## src/rtl/intersection_pkg.sv

```systemverilog
// Shared types, default phase durations and lamp decode for the intersection controller.
package intersection_pkg;

  typedef enum logic [2:0] {
    AR   = 3'd0,
    NS_G = 3'd1,
    NS_Y = 3'd2,
    EW_G = 3'd3,
    EW_Y = 3'd4,
    WALK = 3'd5
  } state_t;

  typedef enum logic {
    NS = 1'b0,
    EW = 1'b1
  } dir_t;

  localparam int DEF_TW          = 4;
  localparam int DEF_GREEN_TIME  = 4;
  localparam int DEF_YELLOW_TIME = 2;
  localparam int DEF_ALLRED_TIME = 1;
  localparam int DEF_WALK_TIME   = 3;

  // Lamp vector order: {ns_red, ns_yellow, ns_green, ew_red, ew_yellow, ew_green, walk}.
  // Anything that is not a vehicle phase shows both reds, so illegal codes stay safe.
  function automatic logic [6:0] decode_lamps(input state_t s);
    case (s)
      NS_G:    return 7'b0011000;
      NS_Y:    return 7'b0101000;
      EW_G:    return 7'b1000010;
      EW_Y:    return 7'b1000100;
      WALK:    return 7'b1001001;
      default: return 7'b1001000;
    endcase
  endfunction

endpackage

```

## src/rtl/intersection_ctrl_phase_timer.sv

```systemverilog
// Loadable down-counter that times each phase; zero marks the last cycle of a phase.
module phase_timer #(
  parameter int            TW        = 4,
  parameter logic [TW-1:0] RESET_VAL = '0
) (
  input  logic          clk,
  input  logic          reset,
  input  logic          load,
  input  logic [TW-1:0] load_val,
  output logic          zero
);

  logic [TW-1:0] count;

  // NOTE: sequential state always uses non-blocking assignments so every flop
  // samples the pre-edge values regardless of block evaluation order.
  always_ff @(posedge clk or posedge reset) begin
    if (reset)              count <= RESET_VAL;
    else if (load)          count <= load_val;
    else if (count != '0)   count <= count - 1'b1;
  end

  assign zero = (count == '0);

endmodule

```

## src/rtl/intersection_ctrl.sv

```systemverilog
// Two-approach intersection scheduler: NS/EW green-yellow-allred sequencing with a
// latched pedestrian walk phase served from the all-red gap.
module intersection_ctrl
  import intersection_pkg::*;
#(
  parameter int TW          = DEF_TW,
  parameter int GREEN_TIME  = DEF_GREEN_TIME,
  parameter int YELLOW_TIME = DEF_YELLOW_TIME,
  parameter int ALLRED_TIME = DEF_ALLRED_TIME,
  parameter int WALK_TIME   = DEF_WALK_TIME
) (
  input  logic clk,
  input  logic reset,
  input  logic ped_req,
  output logic ped_ack,
  output logic ns_red,
  output logic ns_yellow,
  output logic ns_green,
  output logic ew_red,
  output logic ew_yellow,
  output logic ew_green,
  output logic walk
);

  localparam logic [TW-1:0] G_T = GREEN_TIME[TW-1:0];
  localparam logic [TW-1:0] Y_T = YELLOW_TIME[TW-1:0];
  localparam logic [TW-1:0] A_T = ALLRED_TIME[TW-1:0];
  localparam logic [TW-1:0] W_T = WALK_TIME[TW-1:0];

  state_t        state, state_nxt;
  dir_t          next_dir, dir_nxt;
  logic          ped_pend;
  logic          grant;
  logic          load;
  logic          zero;
  logic [TW-1:0] load_val;

  function automatic logic [TW-1:0] phase_time(input state_t s);
    case (s)
      NS_G, EW_G: return G_T;
      NS_Y, EW_Y: return Y_T;
      WALK:       return W_T;
      default:    return A_T;
    endcase
  endfunction

  phase_timer #(
    .TW        (TW),
    .RESET_VAL (A_T)
  ) u_timer (
    .clk      (clk),
    .reset    (reset),
    .load     (load),
    .load_val (load_val),
    .zero     (zero)
  );

  // The timer reloads with the duration of whichever phase is being entered.
  assign load_val = phase_time(state_nxt);

  // NOTE: every output of this block gets a default first, so no path leaves
  // a value unassigned and no latch is inferred.
  always_comb begin
    state_nxt = state;
    dir_nxt   = next_dir;
    load      = 1'b0;
    grant     = 1'b0;
    case (state)
      AR: if (zero) begin
        load = 1'b1;
        if (ped_pend || ped_req) begin
          state_nxt = WALK;
          grant     = 1'b1;
        end else begin
          state_nxt = (next_dir == NS) ? NS_G : EW_G;
        end
      end
      NS_G: if (zero) begin
        load      = 1'b1;
        state_nxt = NS_Y;
      end
      NS_Y: if (zero) begin
        load      = 1'b1;
        state_nxt = AR;
        dir_nxt   = EW;
      end
      EW_G: if (zero) begin
        load      = 1'b1;
        state_nxt = EW_Y;
      end
      EW_Y: if (zero) begin
        load      = 1'b1;
        state_nxt = AR;
        dir_nxt   = NS;
      end
      WALK: if (zero) begin
        load      = 1'b1;
        state_nxt = (next_dir == NS) ? NS_G : EW_G;
      end
      default: begin
        load      = 1'b1;
        state_nxt = AR;
        dir_nxt   = NS;
      end
    endcase
  end

  // Lamps are registered from the next state, so they always equal the decode of
  // the state register and ped_req never reaches an output combinationally.
  always_ff @(posedge clk or posedge reset) begin
    if (reset) begin
      state    <= AR;
      next_dir <= NS;
      ped_pend <= 1'b0;
      ped_ack  <= 1'b0;
      {ns_red, ns_yellow, ns_green, ew_red, ew_yellow, ew_green, walk} <= decode_lamps(AR);
    end else begin
      state    <= state_nxt;
      next_dir <= dir_nxt;
      ped_ack  <= grant;
      if (grant)                           ped_pend <= 1'b0;
      else if (ped_req && state != WALK)   ped_pend <= 1'b1;
      {ns_red, ns_yellow, ns_green, ew_red, ew_yellow, ew_green, walk} <= decode_lamps(state_nxt);
    end
  end

endmodule

```

## config.mk

```make
export PLATFORM = sky130hd
export DESIGN_NAME = intersection_ctrl
export DESIGN_NICKNAME = d
export VERILOG_FILES = /design/src/rtl/intersection_pkg.sv /design/src/rtl/intersection_ctrl_phase_timer.sv /design/src/rtl/intersection_ctrl.sv
export SDC_FILE = /design/constraint.sdc
export NUM_CORES = 1
export LEC_CHECK = 0
export CAP_MARGIN = 20
export CORE_AREA = 2 2 54 43
export CTS_CLUSTER_SIZE = 16
export DETAILED_ROUTE_END_ITERATION = 7
export DIE_AREA = 0 0 56 45
export PLACE_DENSITY = 0.75
export SLEW_MARGIN = 20
export SYNTH_ARGS = -nofsm -noshare
export SYNTH_HDL_FRONTEND = slang
export SYNTH_HIERARCHICAL = 1
export SYNTH_SLANG_ARGS = --single-unit
```

## constraint.sdc

```tcl
create_clock -name clk -period 2.2 [get_ports clk]
set_input_delay 0.66 -clock clk [delete_from_list [all_inputs] [get_ports clk]]
set_output_delay 0.66 -clock clk [all_outputs]
set_load 0.01 [all_outputs]
```

==> key figures <==
Outcome
  • Status: finished, final reports clean

Setup path
  • CP top delay family: flip-flops
  • Reg2reg start: u_timer/count[0]
  • Worst Path Max Fanout: 1
  • Req. time, crit path: 1.54 ns
  • Crit path arrival time: 1.34 ns
  • Origin of the worst setup path: ew_red
  • CP Cell Sequence: clkdlybuf4s50_1
  • Worst path buffer plus inverter count: 1
  • Critical Path Max Stage Delay: 0.53 ns
  • WP depth: 1
  • Critical-path top delay cell: dfstp_2
  • Startpoint Class: flop
  • Setup CP Type: flop to output port
  • Critical Path End Type: output port
  • R2R cell count: 8

Yosys
  • Register bit total from synthesis: 17
  • Post-Synthesis Cell Area: 1040 um^2
  • Ys async rst share: 100%
  • Synth Instances: 110
  • Register area share after synthesis: 41.4%
  • Post-synth EDFFs: 0
  • Yosys warnings: 6
  • Commonest register cell after synthesis: dfrtp_1
  • Syn Nets: 114
  • Most common cell in the netlist: dfrtp_1
  • Synth unique cells: 48
  • Largest cells by area after synthesis: dfrtp_1 (34%), dfstp_2 (7.6%), nand2_1 (4.3%)
  • Dominant cell type by area after synthesis: dfrtp_1
  • Synth Area per Inst: 9.42 um^2
  • Share of the synthesized area in the top cell type: 33.8%
  • Top post-synthesis cells by count: dfrtp_1 (14), nand2_1 (12), inv_1 (8)

Pwr
  • Static Leak: 0.496 nW
  • Pwr Total: 1.64 mW
  • Internal: 0.958 mW
  • Pwr dens: 1420 nW/um^2
  • NetSw: 0.683 mW
  • Clock share of power: 10.4%
  • Comb power frac: 51.4%
  • Reg power frac: 38.2%
  • VDD IR max: 757 uV
  • Switching portion of total power: 41.6%

Final layout
  • Final Non-Filler Cells: 143
  • Area of the multi-input gates: 524 um^2
  • Layout cell share with drive strength beyond 1: 17.6%
  • Final Util: 58.9%
  • Register Area: 429 um^2
  • Antenna Cells: 0
  • Fillers: 182
  • Area growth from synthesis to final layout: 11.6%
  • Nets: 124

Clock network
  • TritonCTS Buffers: 3
  • Worst skew pair latency: 0.29 ns
  • Clk sink count: 17
  • Clk slew on worst S/H paths: 0.10 ns
  • Setup bufs post-CTS: 0
  • CTS Hold Bufs: 0
  • CTS tree: done
  • Resize count post-CTS: 0
  • CTS max path bufs: 2
  • CTS root buf: clkbuf_4
  • Htree depth: 1

STA
  • Rel. slew slack: 56.9%
  • Period minus WS final: 2.00 ns
  • Period utilization: 91.0%
  • Setup slack after layout: 0.198 ns
  • Final Hold Fails: 0
  • Final Skew: 0.00420 ns
  • Fin. max-slew vios: 0
  • Slew @ Worst Pin: 0.646 ns
  • Fmax: 0.499 GHz
  • Final setup violation count: 0
  • Setup TNS: 0 ns
  • Unrepaired setup endpoints after global routing: no

Floorplan
  • Starting Density: 52.8%
  • Die width: 56 um
  • Top-level port count: 11
  • Core Box Area: 1960 um^2
  • FP Rows: 14
  • Die height: 45 um
  • DIE AREA: 2520 um^2

Placed design
  • HPWL after detailed placement: 1.47 mm
  • Place WS: 0.207 ns
  • Placed Cells: 139
  • PortBufs: 10
  • RePlAce Congestion: 0.869

Global route
  • First-pass GRT wire length: 3.54 mm
  • Vias in the first global route: 730
  • All-Layer GR Usage: 18.9%
  • Largest net degree at the start of global routing: 22
  • Grt total ovfl: 0
  • Antenna violations before repair: 0

Route
  • Antenna Violating Nets Remaining: 0
  • Total Wirelength: 2.10 mm
  • Total number of vias: 841
  • Wire per inst: 14.7 um
  • Initial DRT Pass Iterations: 5
  • Drt first-iter violations: 24
  • DRC Markers: 0
  • Vias per cell: 5.88

Run
  • Max-Cap Viols: 0

Worst hold path
  • HP Class: input pin to async pin
[cells by family after synthesis]
| logic type | share of synthesized area [%] |
|---|---|
| XOR/XNOR | 0.846 |
| multiplexers | 3.14 |
| flip-flops | 41.4 |
| AO/OA/AOI/OAI | 18.6 |
| adder cells (fa/ha/maj) | 1.21 |
| buffers and inverters | 7.97 |
| AND/OR/NAND/NOR | 26.5 |
| other | 0.362 |
[area by class of cell]
class	instances	area share, %
well taps	24	2.60
repair buffers	12	9.96
clock buffers	3	1.95
multi-input cells	78	45.3
clock inverters	1	0.433
flip-flops and latches	17	37.1
inverters	8	2.60
[final timing paths]
check	endpoint	slack, ns
min in group clk	u_timer/count[0]	0.65
setup / recovery	ew_red	0.20
hold / removal	u_timer/count[3]	0.57
setup reg to reg	u_timer/count[0]	0.25
max in group asynchronous	ew_red	1.13
hold reg to reg	u_timer/count[0]	0.65
[per-stage QoR]
stage	cell area [um^2]	hold slack [ns]
3_3_place_gp	1130	0.617
4_1_cts	1160	0.573
2_1_floorplan	1040	0.425
5_1_grt	1160	0.597
6_report	1160	0.571
3_5_place_dp	1130	0.634
[power by group through the flow]
stage / registers [mW] / clock network [mW] / logic [mW]
after floorplan: 0.559 / 0 / 0.690
after global routing: 0.651 / 0.189 / 0.933
after global placement: 0.618 / 0 / 0.811
final: 0.627 / 0.170 / 0.843
after detailed placement: 0.626 / 0 / 0.838
after CTS: 0.622 / 0.177 / 0.841
[registers in the layout (all words and copies together), names as in the netlist]
name	count
ew_yellow	1
state	3
ew_red	1
ped_ack	1
ped_pend	1
u_timer/count	4
ns_green	1
ns_yellow	1
next_dir	1
walk	1
ew_green	1
ns_red	1
[layer usage]
| metal | GRT usage [%] | routed length (um) | up-vias |
|---|---|---|---|
| met5 | 0 | 0 | - |
| met4 | 4.29 | 13 | 0 |
| met3 | 5.44 | 104 | 2 |
| met2 | 28.5 | 1030 | 27 |
| met1 | 27.2 | 953 | 411 |
| li1 | - | - | 401 |
[layout by cell type (no fill, tap or decap), types with 2 or more instances in the layout]
master	netlist	routed
dfrtp_1	14	14
nand2_1	12	12
clkdlybuf4s50_1	0	10
inv_1	8	8
o21ai_0	6	6
nand2b_1	6	6
a21oi_1	6	6
nor2_1	5	5
o22ai_1	3	3
nor2b_1	3	3
clkbuf_4	0	3
dfstp_2	3	3
a22oi_1	2	2
a31oi_1	2	2
buf_4	2	2
mux2_2	2	2
nor3_1	2	2
Note: power is estimated with default switching activity, not from simulation.
